[src/rtl/pwm_multi_channel_if.sv]
// Control/status bundle between the tile register block and the PWM generator.
// The master side drives settings; the slave (PWM core) returns outputs.
interface pwm_multi_channel_if #(
  parameter int WIDTH    = 8,
  parameter int CHANNELS = 4
);
  logic                         enable;
  logic                         load;
  logic [WIDTH-1:0]             max_value;
  logic [CHANNELS*WIDTH-1:0]    duty;
  logic                         center_mode;
  logic [CHANNELS-1:0]          invert;
  logic [CHANNELS-1:0]          pwm_out;
  logic                         period_start;
  logic                         update_pending;

  modport master (
    output enable, load, max_value, duty, center_mode, invert,
    input  pwm_out, period_start, update_pending
  );

  modport slave (
    input  enable, load, max_value, duty, center_mode, invert,
    output pwm_out, period_start, update_pending
  );
endinterface

[src/rtl/pwm_multi_channel.sv]
// Multi-channel PWM generator: one shared edge/center-aligned period counter,
// double-buffered period/duty/mode applied at period boundaries, live polarity.
module pwm_multi_channel #(
  parameter int WIDTH    = 8,
  parameter int CHANNELS = 4
) (
  input  logic                   clk,
  input  logic                   rst_n,
  pwm_multi_channel_if.slave     bus
);

  typedef enum logic {
    DIR_UP   = 1'b0,
    DIR_DOWN = 1'b1
  } dir_e;

  logic [WIDTH-1:0]    cnt_q, cnt_d;
  dir_e                dir_q, dir_d;

  logic [WIDTH-1:0]    maxAct_q, maxAct_d;
  logic [WIDTH-1:0]    dutyAct_q [CHANNELS];
  logic [WIDTH-1:0]    dutyAct_d [CHANNELS];
  logic                modeAct_q, modeAct_d;

  logic [WIDTH-1:0]    maxShd_q, maxShd_d;
  logic [WIDTH-1:0]    dutyShd_q [CHANNELS];
  logic [WIDTH-1:0]    dutyShd_d [CHANNELS];
  logic                modeShd_q, modeShd_d;
  logic                pending_q, pending_d;

  logic [CHANNELS-1:0] pwm_q, pwm_d;
  logic                periodStart_q, periodStart_d;

  logic                eop;
  logic                boundary;

  // Center mode ends a period on the way back down at 1, except for the
  // degenerate M<=1 periods that never turn around.
  always_comb begin
    eop = 1'b0;
    if (modeAct_q) begin
      eop = ((maxAct_q <= WIDTH'(1)) && (cnt_q == maxAct_q)) ||
            ((dir_q == DIR_DOWN) && (cnt_q == WIDTH'(1)));
    end else begin
      eop = (cnt_q == maxAct_q);
    end
  end

  assign boundary = !bus.enable || eop;

  always_comb begin
    cnt_d     = cnt_q;
    dir_d     = dir_q;
    maxAct_d  = maxAct_q;
    modeAct_d = modeAct_q;
    dutyAct_d = dutyAct_q;
    maxShd_d  = maxShd_q;
    modeShd_d = modeShd_q;
    dutyShd_d = dutyShd_q;
    pending_d = pending_q;

    if (bus.load) begin
      maxShd_d  = bus.max_value;
      modeShd_d = bus.center_mode;
      for (int i = 0; i < CHANNELS; i++) begin
        dutyShd_d[i] = bus.duty[i*WIDTH +: WIDTH];
      end
    end

    if (boundary) begin
      cnt_d     = '0;
      dir_d     = DIR_UP;
      pending_d = 1'b0;
      // A load landing on the boundary bypasses the shadow and wins over it.
      if (bus.load) begin
        maxAct_d  = bus.max_value;
        modeAct_d = bus.center_mode;
        for (int i = 0; i < CHANNELS; i++) begin
          dutyAct_d[i] = bus.duty[i*WIDTH +: WIDTH];
        end
      end else if (pending_q) begin
        maxAct_d  = maxShd_q;
        modeAct_d = modeShd_q;
        dutyAct_d = dutyShd_q;
      end
    end else begin
      if (bus.load) begin
        pending_d = 1'b1;
      end
      if (!modeAct_q) begin
        cnt_d = cnt_q + WIDTH'(1);
      end else if (dir_q == DIR_UP) begin
        if (cnt_q == maxAct_q) begin
          dir_d = DIR_DOWN;
          cnt_d = cnt_q - WIDTH'(1);
        end else begin
          cnt_d = cnt_q + WIDTH'(1);
        end
      end else begin
        cnt_d = cnt_q - WIDTH'(1);
      end
    end
  end

  // Outputs are registered from the current count, so they trail cnt by one cycle.
  always_comb begin
    pwm_d = bus.invert;
    for (int i = 0; i < CHANNELS; i++) begin
      if (bus.enable) begin
        pwm_d[i] = (cnt_q < dutyAct_q[i]) ^ bus.invert[i];
      end
    end
    periodStart_d = bus.enable && (cnt_q == '0);
  end

  always_ff @(posedge clk or negedge rst_n) begin
    if (!rst_n) begin
      cnt_q         <= '0;
      dir_q         <= DIR_UP;
      maxAct_q      <= '1;
      modeAct_q     <= 1'b0;
      maxShd_q      <= '1;
      modeShd_q     <= 1'b0;
      pending_q     <= 1'b0;
      pwm_q         <= '0;
      periodStart_q <= 1'b0;
      for (int i = 0; i < CHANNELS; i++) begin
        dutyAct_q[i] <= '0;
        dutyShd_q[i] <= '0;
      end
    end else begin
      cnt_q         <= cnt_d;
      dir_q         <= dir_d;
      maxAct_q      <= maxAct_d;
      modeAct_q     <= modeAct_d;
      maxShd_q      <= maxShd_d;
      modeShd_q     <= modeShd_d;
      pending_q     <= pending_d;
      pwm_q         <= pwm_d;
      periodStart_q <= periodStart_d;
      for (int i = 0; i < CHANNELS; i++) begin
        dutyAct_q[i] <= dutyAct_d[i];
        dutyShd_q[i] <= dutyShd_d[i];
      end
    end
  end

  assign bus.pwm_out        = pwm_q;
  assign bus.period_start   = periodStart_q;
  assign bus.update_pending = pending_q;

endmodule

[src/flat_wrapper.sv]
// flat-port wrapper written by rule: the top's interface ports become plain ports
module pwm_multi_channel_flat 
#(
  parameter int WIDTH    = 8,
  parameter int CHANNELS = 4
)
  (clk, rst_n, bus_enable, bus_load, bus_max_value, bus_duty, bus_center_mode, bus_invert, bus_pwm_out, bus_period_start, bus_update_pending);
  pwm_multi_channel_if #(.WIDTH(WIDTH), .CHANNELS(CHANNELS)) bus_i ();
  input  logic clk;
  input  logic rst_n;
  input wire logic [$bits(bus_i.enable)-1:0] bus_enable;
  input wire logic [$bits(bus_i.load)-1:0] bus_load;
  input wire logic [$bits(bus_i.max_value)-1:0] bus_max_value;
  input wire logic [$bits(bus_i.duty)-1:0] bus_duty;
  input wire logic [$bits(bus_i.center_mode)-1:0] bus_center_mode;
  input wire logic [$bits(bus_i.invert)-1:0] bus_invert;
  output wire logic [$bits(bus_i.pwm_out)-1:0] bus_pwm_out;
  output wire logic [$bits(bus_i.period_start)-1:0] bus_period_start;
  output wire logic [$bits(bus_i.update_pending)-1:0] bus_update_pending;
  assign bus_i.enable = bus_enable;
  assign bus_i.load = bus_load;
  assign bus_i.max_value = bus_max_value;
  assign bus_i.duty = bus_duty;
  assign bus_i.center_mode = bus_center_mode;
  assign bus_i.invert = bus_invert;
  assign bus_pwm_out = bus_i.pwm_out;
  assign bus_period_start = bus_i.period_start;
  assign bus_update_pending = bus_i.update_pending;
  pwm_multi_channel #(.WIDTH(WIDTH), .CHANNELS(CHANNELS)) u_core (.clk(clk), .rst_n(rst_n), .bus(bus_i));
endmodule
[config.mk]
export PLATFORM = sky130hd
export DESIGN_NAME = pwm_multi_channel_flat
export DESIGN_NICKNAME = d
export VERILOG_FILES = /design/src/rtl/pwm_multi_channel_if.sv /design/src/rtl/pwm_multi_channel.sv /design/src/flat_wrapper.sv
export SDC_FILE = /design/constraint.sdc
export NUM_CORES = 1
export LEC_CHECK = 0
export CORE_UTILIZATION = 30
export CTS_BUF_LIST = sky130_fd_sc_hd__clkbuf_8
export DETAILED_ROUTE_END_ITERATION = 16
export PLACE_DENSITY = 0.5
export SYNTH_ARGS = -nofsm -noshare
export SYNTH_HDL_FRONTEND = slang
export SYNTH_SLANG_ARGS = --single-unit
[constraint.sdc]
create_clock -name clk -period 2.95 [get_ports clk]
set_clock_uncertainty 0.15 [all_clocks]
set_input_delay 0.885 -clock clk [delete_from_list [all_inputs] [get_ports clk]]
set_output_delay 0.885 -clock clk [all_outputs]
set_load 0.02 [all_outputs]
==> metrics, run 1 <==
max incr delay on CP=670 ps; clock tree sinks=97; Post-Syn Nets=between 400 and 500; fin crit share=87.3%; Worst EP required=3110 ps; Reg power frac=50.7%; # diodes=0; layout cells sized above 1=30.2%; Rows=46; Post-Synthesis Cells=372; worst setup slack after layout=373 ps; Yosys reg bits=97; Max-slew headroom=about 64%; Setup WS pre-CTS=229 ps; nets=516; I/O Buffers=54; total grt overflow=0; clock share of power=a little over a quarter; Max Cap Viol=0; DR vias=between 2000 and 3000; Routed WL per cell=14.7 µm; fin crit period=2580 ps; Hold/Removal Path Class=reg -> reg; Setup crit start kind=register; worst slew pin tran=537 ps; gr usage total=between 10% and 20%; via/cell ratio=about 4.4; Power Density=553 mW/mm²; cell-internal power=2380 µW; Die Y-Extent=130 µm; DP HPWL=6.75 mm; Crit Path Max Fanout=9; delay-heaviest family, CP=flip-flops; WL final=9.62 mm; final hold slack=355 ps; CP bufs+invs=0; Gate power share=22.1%; gpl congestion=0.802; synthesis-to-layout area growth=21.2%; cell mode on critical path=mux2i_1; mapped cell area=0.00490 mm²; footprint of the multi-input gates=0.00222 mm²; sw frac=roughly 28%; die area=~0.017 mm²; clock transition at the registers of the reported paths=100 ps; antenna violations before repair=0; antenna-violating nets left=0; slowest library cell on the worst path=dfrtp_1; CTS tree=done; CTS Root Cell=clkbuf_8; H-tree Lvls=3; Resize count post-CTS=0; Mapped Avg Cell Area=13.2 µm²; initial core utilization=30.8%; FF+latch area=0.00245 mm²; Final Setup Violations=0; Final Util=37.4%; TritonCTS Buffers=9; first-pass GRT wire length=16.2 mm; CP endpoint kind=register; Pwr Total=3280 µW; VDD IR-drop max=204 µV; post-CTS setup buffers=0; CTS max path bufs=2; DR DRC count=0; Sw Pwr=903 µW; Distinct cells, synth=39; Initial DRC Count=93; Core Region=between 0.015 and 0.02 mm²; number of global-route vias before repair=3157; largest net degree at the start of global routing=98; FMAX=388 MHz; Sum Neg Setup Slack=0 ps; status=finished clean; Arr. time, crit path=2740 ps; worst-path cell chain=xnor2_1 > nand4_1 > o21bai_1 > and2_1 > mux2i_1 > mux2i_1; drt first pass iters=4; fin. max-slew vios=0; hold buffers post-CTS=0; Yosys warning count=0; die width=130 µm; Ports=55; sequential element share of the synthesized area=50.0%; fillers=1548; leak pwr=0.00279 µW; RSZ-0062 raised after global routing=false; clock latency on the worst-skew pair=between 300 and 400 ps; Hold Vio Cnt, Final=0; critical path class=reg -> reg
==> layout make-up <==
class	count	area share [%]
Clock inverter	7	1.35
Clock buffer	9	2.09
Timing Repair Buffer	67	11.3
Multi-Input combinational cell	228	37.5
Sequential cell	97	41.2
Inverter	32	2.02
Tap cell	216	4.56
==> layer usage <==
layer  GRT usage, %  wire length (µm)  vias up
met4           5.95               190        0
met5              0                 0        -
met2           20.2              4420       42
met1           16.9              4700     1437
li1               -                 -     1406
met3           3.08               313       13
==> sequential cells by signal (all words and copies together), names as in the netlist <==
| name | flops |
|---|---|
| u_core.bus.pwm_out | 4 |
| u_core.maxAct_q | 8 |
| u_core.modeShd_q | 1 |
| u_core.bus.update_pending | 1 |
| u_core.dutyAct_q | 32 |
| u_core.cnt_q | 8 |
| u_core.modeAct_q | 1 |
| u_core.dir_q | 1 |
| u_core.bus.period_start | 1 |
| u_core.dutyShd_q | 32 |
| u_core.maxShd_q | 8 |
==> power groups by stage <==
stage	Combinational, µW	Sequential, µW	Clock (µW)
final	723	1660	894
after global routing	814	1690	998
after CTS	742	1670	938
after detailed placement	737	1690	0
after global placement	721	1690	0
after floorplan	520	1660	0
==> worst paths after layout <==
path                                                   end  cells past startpoint  slack [ps]                       startpoint
max reg2reg                      u_core.cnt_q[2]$_DFF_PN0_                      6         370        u_core.cnt_q[7]$_DFF_PN0_
min in group asynchronous  u_core.dutyShd_q[6]$_DFFE_PN0P_                      2         400                            rst_n
max in group asynchronous   u_core.maxShd_q[6]$_DFFE_PN1P_                      2        1860                            rst_n
min reg2reg                u_core.dutyShd_q[1]$_DFFE_PN0P_                      1         360  u_core.dutyShd_q[1]$_DFFE_PN0P_
min                        u_core.dutyShd_q[1]$_DFFE_PN0P_                      1         360  u_core.dutyShd_q[1]$_DFFE_PN0P_
max                              u_core.cnt_q[2]$_DFF_PN0_                      6         370        u_core.cnt_q[7]$_DFF_PN0_
==> synth_stat cells <==
master / count / area, µm²
buf_6: 6 / 67.6
clkbuf_2: 1 / 5.00
o21bai_1: 1 / 7.51
mux2i_1: 7 / 70.1
o21a_1: 4 / 30.0
nor2_1: 9 / 33.8
clkbuf_1: 1 / 3.75
nand4_1: 5 / 31.3
a31oi_1: 1 / 6.26
or3_1: 2 / 12.5
dfstp_2: 16 / 420
o21ai_0: 4 / 20.0
nor3b_1: 1 / 7.51
nor4_2: 1 / 12.5
and3_1: 2 / 12.5
nand2_1: 11 / 41.3
buf_2: 3 / 15.0
or2_1: 1 / 6.26
buf_1: 4 / 15.0
nand2b_1: 8 / 50.1
inv_1: 32 / 120
a211o_1: 3 / 26.3
a21oi_1: 10 / 50.1
nor3_1: 3 / 15.0
xnor2_1: 9 / 78.8
a21boi_0: 1 / 7.51
o21ai_4: 1 / 16.3
nor3_2: 1 / 10.0
nand3_1: 8 / 40.0
a21o_1: 9 / 67.6
and2_1: 1 / 6.26
mux2_2: 42 / 473
ha_1: 32 / 400
o31ai_2: 1 / 12.5
xor2_1: 4 / 35.0
mux2_4: 40 / 601
dfrtp_1: 81 / 2030
nor4_1: 2 / 12.5
a211oi_1: 4 / 30.0
==> cells in the final DEF, fill, tap and decap left out, types with 3 or more instances in the layout <==
cell type | Yosys | layout
buf_4 | 0 | 11
mux2_4 | 40 | 40
inv_1 | 32 | 32
a211oi_1 | 4 | 4
mux2_2 | 42 | 42
clkinv_4 | 0 | 3
nand2_1 | 11 | 11
clkdlybuf4s50_1 | 0 | 52
xnor2_1 | 9 | 9
xor2_1 | 4 | 4
nor2_1 | 9 | 9
nor3_1 | 3 | 3
o21a_1 | 4 | 4
dfstp_2 | 16 | 16
nand3_1 | 8 | 8
o21ai_0 | 4 | 4
clkbuf_8 | 0 | 9
nand4_1 | 5 | 5
ha_1 | 32 | 32
a21oi_1 | 10 | 10
nand2b_1 | 8 | 8
buf_12 | 0 | 3
dfrtp_1 | 81 | 81
mux2i_1 | 7 | 7
a21o_1 | 9 | 9
a211o_1 | 3 | 3
==> kinds of logic after synthesis <==
logic type                 share of synthesized area [%]
DFF                                                 50.0
adders and majority gates                           8.18
and+or+nand+nor                                     5.95
buffers and inverters                               4.62
muxes                                               23.4
AOI/OAI and AO/OA                                   5.60
xor gates and xnor gates                            2.33
==> stage by stage <==
| step | instances | instance area (µm²) |
|---|---|---|
| after CTS | 656 | 5930 |
| after global placement | 640 | 5730 |
| after global routing | 656 | 5930 |
| after floorplan | 372 | 4900 |
| after detailed placement | 640 | 5730 |
| final | 656 | 5930 |
Note: power is estimated with default switching activity, not from simulation.
==> inputs of run 2 (changes only) <==
--- a/config.mk
+++ b/config.mk
@@ -8,6 +8,7 @@
 export CORE_UTILIZATION = 30
 export CTS_BUF_LIST = sky130_fd_sc_hd__clkbuf_8
+export CTS_CLUSTER_SIZE = 14
 export DETAILED_ROUTE_END_ITERATION = 16
-export PLACE_DENSITY = 0.5
+export PLACE_DENSITY_LB_ADDON = 0.25
 export SYNTH_ARGS = -nofsm -noshare
 export SYNTH_HDL_FRONTEND = slang
==> constraint.sdc (replaced) <==
create_clock -name clk -period 2.95 [get_ports clk]
set_clock_uncertainty 0.15 [all_clocks]
set_input_delay 0.59 -clock clk [delete_from_list [all_inputs] [get_ports clk]]
set_output_delay 0.59 -clock clk [all_outputs]
set_load 0.02 [all_outputs]
==> run 2 against run 1 <==
  * Hold slack lost 280 ps
  * Core utilization is essentially flat
  * Clock power shrank 6.9%
  * Sequential share of layout area is essentially flat
  * Sequential power is essentially flat
  * Via count grew 0.72%
  * Final cell count grew 0.30%
  * Critical path depth grew 1
==> metrics, run 2 (synthesis results as in run 1) <==
status=finished clean; fin crit period=2650 ps (+69.3 ps); Final Setup Violations=0 (unchanged); nets=518 (+0.39%); most frequent cells in the layout=dfrtp_1, clkdlybuf4s50_1, mux2_2, mux2_4, inv_1; drt first pass iters=4 (unchanged); CTS tree=done; I/O Buffers=54 (unchanged); final hold slack=73.6 ps (-281 ps); largest net degree at the start of global routing=50 (-49%); layout cells sized above 1=29.4% (-0.82 points); Worst EP required=3060 ps (-50 ps); die area=0.0168 mm² (unchanged); Most Crowded Layer GR=met2; FMAX=378 MHz (-2.6%); Ports=55 (unchanged); TritonCTS Buffers=9 (unchanged); Resize count post-CTS=0 (unchanged); CTS max path bufs=2 (unchanged); CP endpoint kind=register; clock tree sinks=97 (unchanged); worst slew pin tran=636 ps (+99.1 ps); max incr delay on CP=520 ps (-150 ps); gr usage total=13.0% (+0.054 points); Arr. time, crit path=2750 ps (about the same); DP HPWL=6.99 mm (+3.5%); Largest regs=u_core.dutyAct_q: 32 flops, u_core.dutyShd_q: 32 flops; VDD IR-drop max=246 µV (+20%); Hold/Removal Path Class=in -> async; via/cell ratio=4.44 (+0.42%); commonest non-fill, non-tap cell in the layout=dfrtp_1; number of global-route vias before repair=3201 (+1.4%); Die Y-Extent=130 µm (unchanged); fin crit share=89.7% (+2.3 points); M1 GR Usage=16.3% (-0.63 points); antenna-violating nets left=0 (unchanged); Max Cap Viol=0 (unchanged); WL final=9.65 mm (+0.25%); initial core utilization=30.8% (unchanged); clock latency on the worst-skew pair=370 ps (-20 ps); critical path class=reg -> reg; die width=130 µm (unchanged); Hold Vio Cnt, Final=0 (unchanged); RSZ-0062 raised after global routing=false; grt met3 use=3.24% (+0.16 points); Sum Neg Setup Slack=0 ps (unchanged); Routed WL per cell=14.7 µm (about the same); Power Density=544 mW/mm² (-1.7%); H-tree Lvls=3 (unchanged); Initial DRC Count=107 (+15%); M2 GR Usage=20.7% (+0.53 points); hold buffers post-CTS=0 (unchanged); # diodes=0 (unchanged); Core Region=0.0159 mm² (unchanged); Rows=46 (unchanged); post-CTS setup buffers=0 (unchanged); gpl congestion=0.815 (+1.6%); DR vias=2919 (+0.72%); Max-slew headroom=57.6% (-6.5 points); worst-path cell chain=nor3_2 > nand2_1 > nor4_2 > or2_1 > o21ai_4 > buf_4 > mux2_4; synthesis-to-layout area growth=21.1% (about the same); DR DRC count=0 (unchanged); clock transition at the registers of the reported paths=90 ps (about the same); leak pwr=0.00281 µW (+0.97%); Setup crit start kind=register; Crit Path Max Fanout=23 (+14); antenna violations before repair=0 (unchanged); total grt overflow=0 (unchanged); fin. max-slew vios=0 (unchanged); first-pass GRT wire length=16.3 mm (+0.90%); slowest library cell on the worst path=dfrtp_1; CTS Root Cell=clkbuf_8
## run 2: changes by cell type in the layout (fill, tap and decap cells not counted), sizes merged
cell / before / now
clkinv: 3 / 0
clkinvlp: 2 / 0
inv: 33 / 37
buf: 15 / 17
clkbuf: 9 / 10
## run 2: worst paths after layout
| kind | to | slack (ps) | start | depth (start not counted) |
|---|---|---|---|---|
| max in group asynchronous | u_core.maxShd_q[5]$_DFFE_PN1P_ | 1840 | rst_n | 2 |
| min | u_core.dutyShd_q[6]$_DFFE_PN0P_ | 70 | rst_n | 1 |
| max reg2reg | u_core.dutyAct_q[24]$_DFFE_PN0P_ | 300 | u_core.cnt_q[2]$_DFF_PN0_ | 7 |
| max | u_core.dutyAct_q[24]$_DFFE_PN0P_ | 300 | u_core.cnt_q[2]$_DFF_PN0_ | 7 |
| min reg2reg | u_core.dutyShd_q[2]$_DFFE_PN0P_ | 350 | u_core.dutyShd_q[2]$_DFFE_PN0P_ | 1 |
| min in group clk | u_core.dutyShd_q[2]$_DFFE_PN0P_ | 350 | u_core.dutyShd_q[2]$_DFFE_PN0P_ | 1 |
## run 2: stage by stage
| step | total power [µW] | cell area [µm²] | worst slack, ps | utilization (%) | cells |
|---|---|---|---|---|---|
| floorplan | 2180 | 4900 | 724 | - | 372 |
| global placement | 2410 | 5740 | 229 | 36.2 | 642 |
| detailed placement | 2430 | 5740 | 163 | 36.2 | 642 |
| CTS | 3290 | 5930 | 303 | 37.3 | 658 |
| global route | 3440 | 5930 | 130 | 37.3 | 658 |
| finish | 3220 | 5930 | 304 | 37.3 | 658 |
## run 2: routing by layer
layer  share of wire (%)  wire, µm  up-vias
met5                   0         0        -
met4                 2.3       223        0
met3                 4.9       472       16
met2                  47      4580       64
met1                  45      4370     1420
li1                    -         -     1419
## run 2: cell type report
| cell class | count | area, µm² |
|---|---|---|
| fill | 1570 | 9950 |
| sequential | 97 | 2450 |
| multi-input combinational | 228 | 2220 |
| timing repair buffer | 69 | 683 |
| tap | 216 | 270 |
| clock buffer | 10 | 138 |
| inverter | 32 | 120 |
| clock inverter | 6 | 48.8 |
## run 2: power breakdown
group          leakage [µW]  internal [µW]  switching [µW]  total, µW
logic               0.00156            437             300        736
registers           0.00114           1550             110       1660
clock network      0.000113            401             431        832
total               0.00281           2380             841       3220
## run 2: critical path, delay by kind of cell, from the launching register on
kind / cells / cell delay [ps]
multiplexers: 1 / 340
buffers and inverters: 1 / 280
AO/OA/AOI/OAI: 1 / 120
flip-flops: 1 / 520
AND/OR/NAND/NOR: 4 / 1090
==> inputs of run 3 (changes only) <==
CORE_MARGIN = 2   (was unset)
SLEW_MARGIN = 20   (was unset)
==> run 3 against run 2 <==
  * Routed wire length up 0.63%
  * Combinational power down 1%
  * Cell area about the same
  * Critical path type unchanged
==> metrics, run 3 (synthesis results as in run 1) <==
Die Y-Extent=132 µm (+1.5%); Pwr Total=3260 µW (+1.1%); nets=518 (unchanged); CTS tree=done; Setup crit start kind=register; fin crit period=2670 ps (+19.9 ps); VDD IR-drop max=216 µV (-12%); CTS Root Cell=clkbuf_8; Arr. time, crit path=2780 ps (+30 ps); total grt overflow=0 (unchanged); die width=132 µm (+1.5%); flop-to-flop setup slack=280 ps (-20 ps); # diodes=0 (unchanged); H-tree Lvls=3 (unchanged); I/O Buffers=54 (unchanged); initial core utilization=30.7% (-0.11 points); antenna-violating nets left=0 (unchanged); Crit Path Max Fanout=13 (-43%); max incr delay on CP=570 ps (+50 ps); clock tree sinks=97 (unchanged); status=finished clean; FMAX=375 MHz (-0.75%); Routed WL per cell=14.8 µm (+0.63%); number of global-route vias before repair=3224 (+0.72%); drt first pass iters=4 (unchanged); layout cells sized above 1=30.3% (+0.90 points); synthesis-to-layout area growth=21.1% (about the same); Worst EP required=3070 ps (about the same); Max-slew headroom=59.9% (+2.3 points); fillers=1560 (-0.64%); CP endpoint kind=register; slowest library cell on the worst path=dfstp_2; Hold/Removal Path Class=in -> async; Hold Vio Cnt, Final=0 (unchanged); antenna violations before repair=0 (unchanged); hold buffers post-CTS=0 (unchanged); RSZ-0062 raised after global routing=false; post-CTS setup buffers=0 (unchanged); Ports=55 (unchanged); Power Density=550 mW/mm² (+1.1%); CP bufs+invs=1 (unchanged); Initial DRC Count=73 (-32%); clock transition at the registers of the reported paths=100 ps (about the same); leak pwr=0.00280 µW (-0.63%); critical path class=reg -> reg; most frequent cells in the layout=dfrtp_1, clkdlybuf4s50_1, mux2_2, mux2_4, inv_1; worst slew pin tran=602 ps (-34.1 ps); Sum Neg Setup Slack=0 ps (unchanged); largest net degree at the start of global routing=48 (-4.0%); WL final=9.71 mm (+0.63%); fin crit share=90.4% (+0.68 points); Max Cap Viol=0 (unchanged); gpl congestion=0.774 (-5.0%); worst-path cell chain=xnor2_1 > nand4_1 > o31ai_2 > or2_1 > o21ai_4 > buf_4 > mux2_4; first-pass GRT wire length=16.4 mm (+0.47%); TritonCTS Buffers=9 (unchanged); DR vias=2898 (-0.72%); DP HPWL=6.95 mm (-0.57%); Largest regs=u_core.dutyAct_q: 32 flops, u_core.dutyShd_q: 32 flops; worst setup slack after layout=284 ps (-19.9 ps); DR DRC count=0 (unchanged); clock latency on the worst-skew pair=390 ps (+20 ps); delay-heaviest family, CP=compound AO/OA/AOI/OAI gates; via/cell ratio=4.40 (-0.72%); die area=0.0174 mm² (+3.1%); CTS max path bufs=2 (unchanged); gr usage total=12.0% (-0.98 points); Final Setup Violations=0 (unchanged); Core Region=0.0159 mm² (+0.36%); commonest non-fill, non-tap cell in the layout=dfrtp_1; Rows=46 (unchanged); Resize count post-CTS=0 (unchanged); Setup WS pre-CTS=210 ps (+47.1 ps); fin. max-slew vios=0 (unchanged)
-- run 3: power by group --
part	internal, µW	total [µW]	leakage, µW	switching, µW
Combinational	432	725	0.00156	292
Clock	409	871	0.0000995	462
Sequential	1550	1660	0.00114	118
-- run 3: metrics by stage --
step,cell area [µm²],utilization [%],hold WS (ps),cells
floorplan,4900,-,144,372
global placement,5730,36.0,334,642
detailed placement,5730,36.0,338,642
CTS,5930,37.2,67.1,658
global route,5930,37.2,97.0,658
finish,5930,37.2,57.4,658
-- run 3: cell type report --
cell class                 count  area (µm²)  share of cell area, %
sequential                    97        2450                   41.3
clock buffer                  10         138                   2.32
inverter                      32         120                   2.03
clock inverter                 6        58.8                  0.992
timing repair buffer          69         671                   11.3
tap                          216         270                   4.56
multi-input combinational    228        2220                   37.5
-- run 3: worst paths after layout --
check                                                        end                              from  depth (start not counted)
worst min register to register  u_core.dutyShd_q[20]$_DFFE_PN0P_  u_core.dutyShd_q[20]$_DFFE_PN0P_                          1
worst min-delay path                   u_core.cnt_q[1]$_DFF_PN0_                             rst_n                          1
worst max-delay path             u_core.dutyAct_q[9]$_DFFE_PN0P_    u_core.maxAct_q[7]$_DFFE_PN1P_                          7
worst max register to register   u_core.dutyAct_q[9]$_DFFE_PN0P_    u_core.maxAct_q[7]$_DFFE_PN1P_                          7
min in group clk                u_core.dutyShd_q[20]$_DFFE_PN0P_  u_core.dutyShd_q[20]$_DFFE_PN0P_                          1
max in group asynchronous         u_core.maxShd_q[5]$_DFFE_PN1P_                             rst_n                          2
-- run 3: metal layers --
| layer | wire length (µm) | track usage [%] |
|---|---|---|
| met5 | 0 | 0 |
| met4 | 161 | 4.17 |
| met3 | 438 | 3.65 |
| met2 | 4560 | 19.2 |
| met1 | 4540 | 15.4 |
